$ cat config.mk
export PLATFORM = sky130hd
export DESIGN_NAME = data_block_fifo
export DESIGN_NICKNAME = d
export VERILOG_FILES = /design/src/rtl/data_block_pkg.sv /design/src/rtl/data_block_ram.sv /design/src/rtl/data_block_fifo.sv
export SDC_FILE = /design/constraint.sdc
export NUM_CORES = 2
export LEC_CHECK = 0
export BUFFER_PORTS_ARGS = -buffer_cell sky130_fd_sc_hd__buf_2
export CORE_AREA = 5 5 738 740
export CTS_BUF_LIST = sky130_fd_sc_hd__clkbuf_2 sky130_fd_sc_hd__clkbuf_4 sky130_fd_sc_hd__clkbuf_8
export DETAILED_ROUTE_END_ITERATION = 8
export DIE_AREA = 0 0 743 745
export PLACE_DENSITY = 0.56
export SLEW_MARGIN = 5
export SYNTH_ARGS = -nofsm -noshare
export SYNTH_HDL_FRONTEND = slang
export SYNTH_SLANG_ARGS = --single-unit
$ cat constraint.sdc
create_clock -name clk -period 22.8 [get_ports clk]
set_clock_uncertainty 0.15 [all_clocks]
set_input_delay 4.56 -clock clk [delete_from_list [all_inputs] [get_ports clk]]
set_output_delay 4.56 -clock clk [all_outputs]
set_load 0.02 [all_outputs]
$ cat src/rtl/data_block_pkg.sv
// Shared widths, types and helpers for the cipher data block buffer.
package data_block_pkg;

    localparam int DATA_BLOCK_W   = 128;
    localparam int DATA_MEM_DEPTH = 32;

    typedef logic [DATA_BLOCK_W-1:0] data_block_t;

    // The head of the queue comes either from the write bypass or from the RAM read port.
    typedef enum logic {
        HEAD_BYPASS = 1'b0,
        HEAD_RAM    = 1'b1
    } head_src_e;

    // The level counter must hold 0..depth inclusive, so it needs one bit more than the pointers.
    function automatic int lvl_width(input int depth);
        return $clog2(depth) + 1;
    endfunction

endpackage

$ cat src/rtl/data_block_ram.sv
// Simple dual-port synchronous RAM: one write port, one registered read port, no reset.
module data_block_ram #(
    parameter int DATA_W = 128,
    parameter int DEPTH  = 32,
    parameter int AW     = $clog2(DEPTH)
) (
    input  logic              clk,
    input  logic              wr_en_i,
    input  logic [AW-1:0]     wr_addr_i,
    input  logic [DATA_W-1:0] wr_data_i,
    input  logic              rd_en_i,
    input  logic [AW-1:0]     rd_addr_i,
    output logic [DATA_W-1:0] rd_data_o
);

    logic [DATA_W-1:0] mem_q [DEPTH];
    logic [DATA_W-1:0] rdData_q;

    // The read register only updates on rd_en so it holds the head while the consumer stalls.
    always_ff @(posedge clk) begin
        if (wr_en_i) begin
            mem_q[wr_addr_i] <= wr_data_i;
        end
        if (rd_en_i) begin
            rdData_q <= mem_q[rd_addr_i];
        end
    end

    assign rd_data_o = rdData_q;

endmodule

$ cat src/rtl/data_block_fifo.sv
// First-word-fall-through buffer for cipher data blocks with exact level,
// almost-full/almost-empty thresholds, sticky error flags and a synchronous flush.
module data_block_fifo
    import data_block_pkg::*;
#(
    parameter int DATA_W   = DATA_BLOCK_W,
    parameter int DEPTH    = DATA_MEM_DEPTH,
    parameter int AF_LEVEL = DEPTH - 4,
    parameter int AE_LEVEL = 2,
    parameter int LVL_W    = lvl_width(DEPTH)
) (
    input  logic              clk,
    input  logic              reset,
    input  logic              flush,
    input  logic              wr_valid,
    input  logic [DATA_W-1:0] wr_data,
    output logic              wr_ready,
    output logic              rd_valid,
    output logic [DATA_W-1:0] rd_data,
    input  logic              rd_ready,
    output logic [LVL_W-1:0]  level,
    output logic              almost_full,
    output logic              almost_empty,
    output logic              overflow,
    output logic              underflow,
    input  logic              clear_err
);

    localparam int AW = $clog2(DEPTH);
    localparam logic [LVL_W-1:0] LVL_ONE  = LVL_W'(1);
    localparam logic [LVL_W-1:0] LVL_FULL = LVL_W'(DEPTH);
    localparam logic [LVL_W-1:0] LVL_AF   = LVL_W'(AF_LEVEL);
    localparam logic [LVL_W-1:0] LVL_AE   = LVL_W'(AE_LEVEL);

    logic [AW-1:0]     wrPtr_q, wrPtr_d;
    logic [AW-1:0]     rdPtr_q, rdPtr_d;
    logic [LVL_W-1:0]  level_q, level_d;
    logic              rdValid_q, rdValid_d;
    logic [DATA_W-1:0] bypass_q, bypass_d;
    head_src_e         headSel_q, headSel_d;
    logic              almostFull_q, almostFull_d;
    logic              almostEmpty_q, almostEmpty_d;
    logic              overflow_q, overflow_d;
    logic              underflow_q, underflow_d;

    logic              push;
    logic              pop;
    logic              levelIsOne;
    logic              ramWe;
    logic              ramRe;
    logic [DATA_W-1:0] ramRdData;

    assign wr_ready   = (level_q != LVL_FULL);
    assign push       = wr_valid & wr_ready;
    assign pop        = rdValid_q & rd_ready;
    assign levelIsOne = (level_q == LVL_ONE);

    // The RAM only holds the blocks behind the head, so its read and write
    // addresses never collide: a write lands at rdPtr only when the RAM is empty,
    // and then the head is refilled through the bypass instead of a RAM read.
    always_comb begin
        wrPtr_d   = wrPtr_q;
        rdPtr_d   = rdPtr_q;
        level_d   = level_q;
        rdValid_d = rdValid_q;
        bypass_d  = bypass_q;
        headSel_d = headSel_q;
        ramWe     = 1'b0;
        ramRe     = 1'b0;

        if (flush) begin
            wrPtr_d   = '0;
            rdPtr_d   = '0;
            level_d   = '0;
            rdValid_d = 1'b0;
        end else begin
            if (push && (!rdValid_q || (pop && levelIsOne))) begin
                bypass_d  = wr_data;
                headSel_d = HEAD_BYPASS;
                rdValid_d = 1'b1;
            end else if (push) begin
                ramWe   = 1'b1;
                wrPtr_d = wrPtr_q + 1'b1;
            end

            if (pop && !levelIsOne) begin
                ramRe     = 1'b1;
                rdPtr_d   = rdPtr_q + 1'b1;
                headSel_d = HEAD_RAM;
            end else if (pop && !push) begin
                rdValid_d = 1'b0;
            end

            case ({push, pop})
                2'b10:   level_d = level_q + 1'b1;
                2'b01:   level_d = level_q - 1'b1;
                default: level_d = level_q;
            endcase
        end
    end

    // Threshold flags follow next-level so they line up with level itself;
    // a set event on the sticky flags overrides a same-cycle clear.
    always_comb begin
        almostFull_d  = (level_d >= LVL_AF);
        almostEmpty_d = (level_d <= LVL_AE);

        overflow_d = overflow_q;
        if (clear_err) begin
            overflow_d = 1'b0;
        end
        if (wr_valid && !wr_ready && !flush) begin
            overflow_d = 1'b1;
        end

        underflow_d = underflow_q;
        if (clear_err) begin
            underflow_d = 1'b0;
        end
        if (rd_ready && !rdValid_q) begin
            underflow_d = 1'b1;
        end
    end

    always_ff @(posedge clk or negedge reset) begin
        if (!reset) begin
            wrPtr_q       <= '0;
            rdPtr_q       <= '0;
            level_q       <= '0;
            rdValid_q     <= 1'b0;
            bypass_q      <= '0;
            headSel_q     <= HEAD_BYPASS;
            almostFull_q  <= 1'b0;
            almostEmpty_q <= 1'b1;
            overflow_q    <= 1'b0;
            underflow_q   <= 1'b0;
        end else begin
            wrPtr_q       <= wrPtr_d;
            rdPtr_q       <= rdPtr_d;
            level_q       <= level_d;
            rdValid_q     <= rdValid_d;
            bypass_q      <= bypass_d;
            headSel_q     <= headSel_d;
            almostFull_q  <= almostFull_d;
            almostEmpty_q <= almostEmpty_d;
            overflow_q    <= overflow_d;
            underflow_q   <= underflow_d;
        end
    end

    data_block_ram #(
        .DATA_W (DATA_W),
        .DEPTH  (DEPTH),
        .AW     (AW)
    ) uRam (
        .clk       (clk),
        .wr_en_i   (ramWe),
        .wr_addr_i (wrPtr_q),
        .wr_data_i (wr_data),
        .rd_en_i   (ramRe),
        .rd_addr_i (rdPtr_q),
        .rd_data_o (ramRdData)
    );

    // Both mux inputs are registers, so the head is stable while the consumer stalls.
    assign rd_data      = (headSel_q == HEAD_RAM) ? ramRdData : bypass_q;
    assign rd_valid     = rdValid_q;
    assign level        = level_q;
    assign almost_full  = almostFull_q;
    assign almost_empty = almostEmpty_q;
    assign overflow     = overflow_q;
    assign underflow    = underflow_q;

endmodule

# Word level (Yosys, flattened, before mapping)
# Memory sizes are Yosys's and may differ from the RTL's. A register that Yosys moved wholly into a read port is not among the register bits.
# Cells that the tools add are included.
dict set report word_totals {
  reg_bits 150
  mem_bits_rw 4096
  out_inout_bits 140
  n_memories 1
}
dict set report classes {
  n_addsub 4
  n_lt_le_gt_ge 2
  n_eq_ne 5
  muxes 24
  bitwise_logic 3
  reduce_logical 21
}
# memory words word_bits rd rd_ports_with_merged_regs wr line_no
set memory_table {}
lappend memory_table {uRam.mem_q 32 128 1 1 1 data_block_ram.sv:16} ;# logic [DATA_W-1:0] mem_q [DEPTH];
# cell count
set op_table {}
lappend op_table {{2-to-1 mux 128 bit} 1}
lappend op_table {{2-to-1 mux 5 bit} 5}
lappend op_table {{2-to-1 mux 1 bit} 16}
lappend op_table {{case mux 6 bit (2 select lines)} 1}
lappend op_table {{adder 5 x 1 -> 5 bit, second input constant} 2}
lappend op_table {{nonzero test 2 bit} 5}
lappend op_table {{logical AND 1 bit} 7}
lappend op_table {{adder 6 x 1 -> 6 bit, second input constant} 1}
lappend op_table {{== test 6 x 1 -> 1 bit, second input constant} 1}
lappend op_table {{greater-or-equal comparator 6 x 5 -> 1 bit, second input constant} 1}
lappend op_table {{<= comparator 6 x 2 -> 1 bit, second input constant} 1}
lappend op_table {{2-to-1 mux 6 bit} 1}
lappend op_table {{inequality test 6 bit, second input constant} 1}
lappend op_table {{AND reduction 2 bit} 3}
lappend op_table {{subtractor 6 x 1 -> 6 bit, second input constant} 1}
lappend op_table {{zero test 1 bit} 5}
lappend op_table {{bitwise AND 1 bit} 2}
lappend op_table {{== test 2 x 1 -> 1 bit, second input constant} 1}
lappend op_table {{== test 2 bit, second input constant} 1}
lappend op_table {{inequality test 2 bit, second input constant} 1}
lappend op_table {{logical OR 1 bit} 1}
lappend op_table {{inverter 1 bit} 1}

# Longest topological paths before layout
dict set report logic_depth {
  word_depth 8
  ltp_mapped 12
}

# By module
# Synthesis repeated with hierarchy kept, for this count alone.
dict set report hier_totals {
  hier_cells 6988
  hier_area_um2 164489.0
}
# mod instances cells_per_inst area_each_um2
set by_module_without_submodules {}
lappend by_module_without_submodules {data_block_ram 1 6440 156517.6}
lappend by_module_without_submodules {data_block_fifo 1 548 7971.4}

# Worst setup path before layout
# Ideal clock, no wire load.
dict set report synth_path {
  path_kind {input to register}
  start {input rd_ready}
  end {memory uRam.mem_q[22][0] (enable)}
  t_arrival_ns 10.560
  t_required_ns 22.033
  slack_ns 11.472
  path_stages 5
  path_cell_list {inv_1 > o31ai_2 > nor3_2 > nand2_1 > nor2_1}
}
dict set report synth_between {
  elab_chain_len 8
}
# item line_no
set synth_rtl {}
lappend synth_rtl {{start: declaration} data_block_fifo.sv:20} ;# input logic rd_ready,
lappend synth_rtl {{bitwise AND 1 bit} data_block_fifo.sv:55} ;# assign pop = rdValid_q & rd_ready;
lappend synth_rtl {{logical AND 1 bit} data_block_fifo.sv:77} ;# if (push && (!rdValid_q || (pop && levelIsOne))) begin
lappend synth_rtl {{logical OR 1 bit} data_block_fifo.sv:77}
lappend synth_rtl {{logical AND 1 bit} data_block_fifo.sv:77}
lappend synth_rtl {{2-to-1 mux 1 bit} data_block_fifo.sv:77}
lappend synth_rtl {{2-to-1 mux 1 bit} data_block_fifo.sv:71} ;# if (flush) begin
lappend synth_rtl {{2-to-1 mux 1 bit} data_block_ram.sv:21} ;# if (wr_en_i) begin
lappend synth_rtl {{2-to-1 mux 1 bit (not written as such)} data_block_ram.sv:22} ;# mem_q[wr_addr_i] <= wr_data_i;
lappend synth_rtl {{end: declaration} data_block_ram.sv:16}
# Every way passes these cells.

# Worst setup path in the final report
dict set report layout_path {
  start {register headSel_q}
  end {output rd_data[33]}
}
dict set report layout_between {
  elab_chain_len 1
}
# item line_no
set layout_rtl {}
lappend layout_rtl {{start: declaration} data_block_fifo.sv:40} ;# head_src_e headSel_q, headSel_d;
lappend layout_rtl {{start signal: assignment} data_block_fifo.sv:143} ;# headSel_q <= headSel_d;
lappend layout_rtl {{2-to-1 mux 128 bit} data_block_fifo.sv:166} ;# assign rd_data = (headSel_q == HEAD_RAM) ? ramRdData : bypass_q;
lappend layout_rtl {{end: declaration} data_block_fifo.sv:19} ;# output logic [DATA_W-1:0] rd_data,
# Every way passes these cells.

==> results.ini <==
[die]
dieArea_sq_um=554000
die_w_um=743
num_rows=270
die_y_um=745
core_area_sq_um=538000
start_util_pct=30.8
io_pins=274

[grt]
grt_overflow=0
grtUsageTotal_pct=16.1
antenna_found_initial=54
grt_max_degree=139
grt_pass1_vias=84000
grt_pass1_wl_um=644000

[placement]
numPlacedInstances=14400
pre_cts_ws_ns=13.56
place_congestion=0.765
dp_hpwl_um=252000
portBuffers=273

[power]
swShare_pct=23.2
seqPwrFrac_pct=52.4
net-switching-power_mw=3.98
p_total_mw=17.1
peakVddDrop_v=0.0000741
p_leak_nw=58.5
pwr-share-comb_pct=7.4
cellPowerDensity_nw_per_um2=90.0
p_int_mw=13.2
p_clk_share_pct=40.2

[route]
wl_per_cell_um=29.0
vias_per_cell=5.10
drtIter0Drc=8352
route.detailed.drc=0
drt_pre_antenna_iters=5
vias=80500
routed_wl_um=458000
ant_nets=0

[cts]
cts_root_buf=clkbuf_8
hold_buffers=0
h-tree-depth=6
cts_made_buffers=720
cts_setup_buffers=0
clock_path_buffers=4
ctsResizeCount=0
clock_latency_ns=1.23
cts.sinks=4374
cts_tree=done
clkTransAtPathRegs_ns=0.06

[layout]
final_cell_mix=edfxtp_1, mux4_2, clkbuf_8
area_growth_pct=14.8
layout_commonest_cell=edfxtp_1
nets=8105
fin_cells=15800
fillCellCount=49400
drive_gt1_share_pct=33.3

[worst_setup_path]
worstPathMaxFanout=42
cp.required_ns=18.09
crit_start=headSel_q$_DFFE_PN0P_
cp-end-kind=output port
setup.worst_path.class=reg2out
r2r_start=rdPtr_q[0]$_DFFE_PN0P_
crit_arrival_ns=3.79
start_kind=register

[timing]
hold_viol=0
min_period_over_period_pct=37.3
max_slew_margin_pct=15.0
fin_crit_ns=8.50
fmax_mhz=118
finalWorstSetupSlack_ns=14.30
fin_setup_tns_ns=0
slew_violations=0
hold_ws_ns=0.326
setup_viol=0
tightest_slew_ns=1.28
rsz0062_at_grt=false

[synthesis]
synth_seq_area_share_pct=78.7
synth_nets=7345
ys_types=56
synth_area_sq_um=166000
synth_cells=7200
synth-edff-count=4224
synth_flop_cell=edfxtp_1
ys_warn_count=0
synth-seq-cells=4374
synthArstFlopShare_pct=3.43
synth_area_per_cell_sq_um=23.0

[worst_hold_path]
hold_start=bypass_q[22]$_DFFE_PN0P_
hold_path_class=reg2reg

[run_status]
status=finished, final reports clean

[flow_run]
cap_viol_max_count=0

synth_stat cells (all sizes together), types with 13 or more instances:
cell | instances | area [sq um]
edfxtp | 4224 | 127000
mux4 | 975 | 22000
mux2 | 315 | 3550
buf | 229 | 1460
nand2 | 181 | 679
mux2i | 180 | 1800
clkbuf | 178 | 668
o22ai | 177 | 1110
dfrtp | 149 | 3730
a221oi | 144 | 1370
a21oi | 135 | 676
a22oi | 66 | 495
nor3 | 64 | 330
nor2 | 49 | 184
a22o | 21 | 184
inv | 16 | 60.1
o21ai | 13 | 68.8
routing by layer:
| layer | vias to the layer above | part of all wire, % | track usage, % | wire, um |
|---|---|---|---|---|
| li1 | 32400 | - | - | - |
| met1 | 44200 | 43 | 22.4 | 196000 |
| met3 | 624 | 7.0 | 3.05 | 32200 |
| met5 | - | 0.014 | 0 | 66 |
| met2 | 3205 | 48 | 26.4 | 221000 |
| met4 | 10 | 2.1 | 3.72 | 9740 |
stage by stage:
step           utilization [%]  instance area [sq um]
3_3_place_gp              32.7                 176000
3_5_place_dp              32.7                 176000
2_1_floorplan                -                 166000
5_1_grt                   35.4                 190000
6_report                  35.4                 190000
4_1_cts                   35.4                 190000
critical path, stage by stage (launching register included):
cell and delay (ns):
dfrtp_4 0.66, buf_4 0.47, buf_4 0.60, mux2_2 0.42, buf_2 0.16
cells by family after synthesis:
logic type,synth area share [%]
buf+inv,1.32
mux,16.5
simple gates,0.881
flops,78.7
fa+ha+maj,0.0830
xor+xnor,0.0422
compound gates,2.48
sequential cells by signal (all words and copies together) (netlist names):
signal,count
bypass_q,128
underflow,1
wrPtr_q,5
uRam.rd_data_o,128
rd_valid,1
almost_full,1
almost_empty,1
headSel_q,1
level,6
uRam.mem_q,4096
overflow,1
rdPtr_q,5
final cells by class:
| type | instances | area (sq um) | area share (%) |
|---|---|---|---|
| antenna | 29 | 72.6 | 0.0381 |
| clock buffer | 958 | 11800 | 6.18 |
| clock inverter | 344 | 2590 | 1.36 |
| inverter | 16 | 67.6 | 0.0355 |
| multi-input combinational | 2403 | 33400 | 17.5 |
| sequential | 4374 | 131000 | 68.6 |
| tap | 7208 | 9020 | 4.74 |
| timing repair buffer | 445 | 2890 | 1.52 |
worst paths after layout:
path,end,slack (ns),depth (start not counted)
hold reg to reg,bypass_q[22]$_DFFE_PN0P_,0.33,1
min in group asynchronous,bypass_q[19]$_DFFE_PN0P_,3.05,1
max in group asynchronous,bypass_q[105]$_DFFE_PN0P_,17.69,3
setup / recovery,rd_data[33],14.30,4
hold / removal,bypass_q[22]$_DFFE_PN0P_,0.33,1
setup reg to reg,uRam.rd_data_o[84]$_DFFE_PP_,15.72,10
power by group through the flow:
stage / registers (mW) / clock network [mW] / logic, mW
CTS: 8.99 / 7.08 / 1.31
global route: 8.99 / 7.45 / 1.37
detailed placement: 9.15 / 0 / 1.30
floorplan: 9.13 / 0 / 0.852
global placement: 9.15 / 0 / 1.29
finish: 8.99 / 6.89 / 1.27
(Power assumes the default switching activity.)
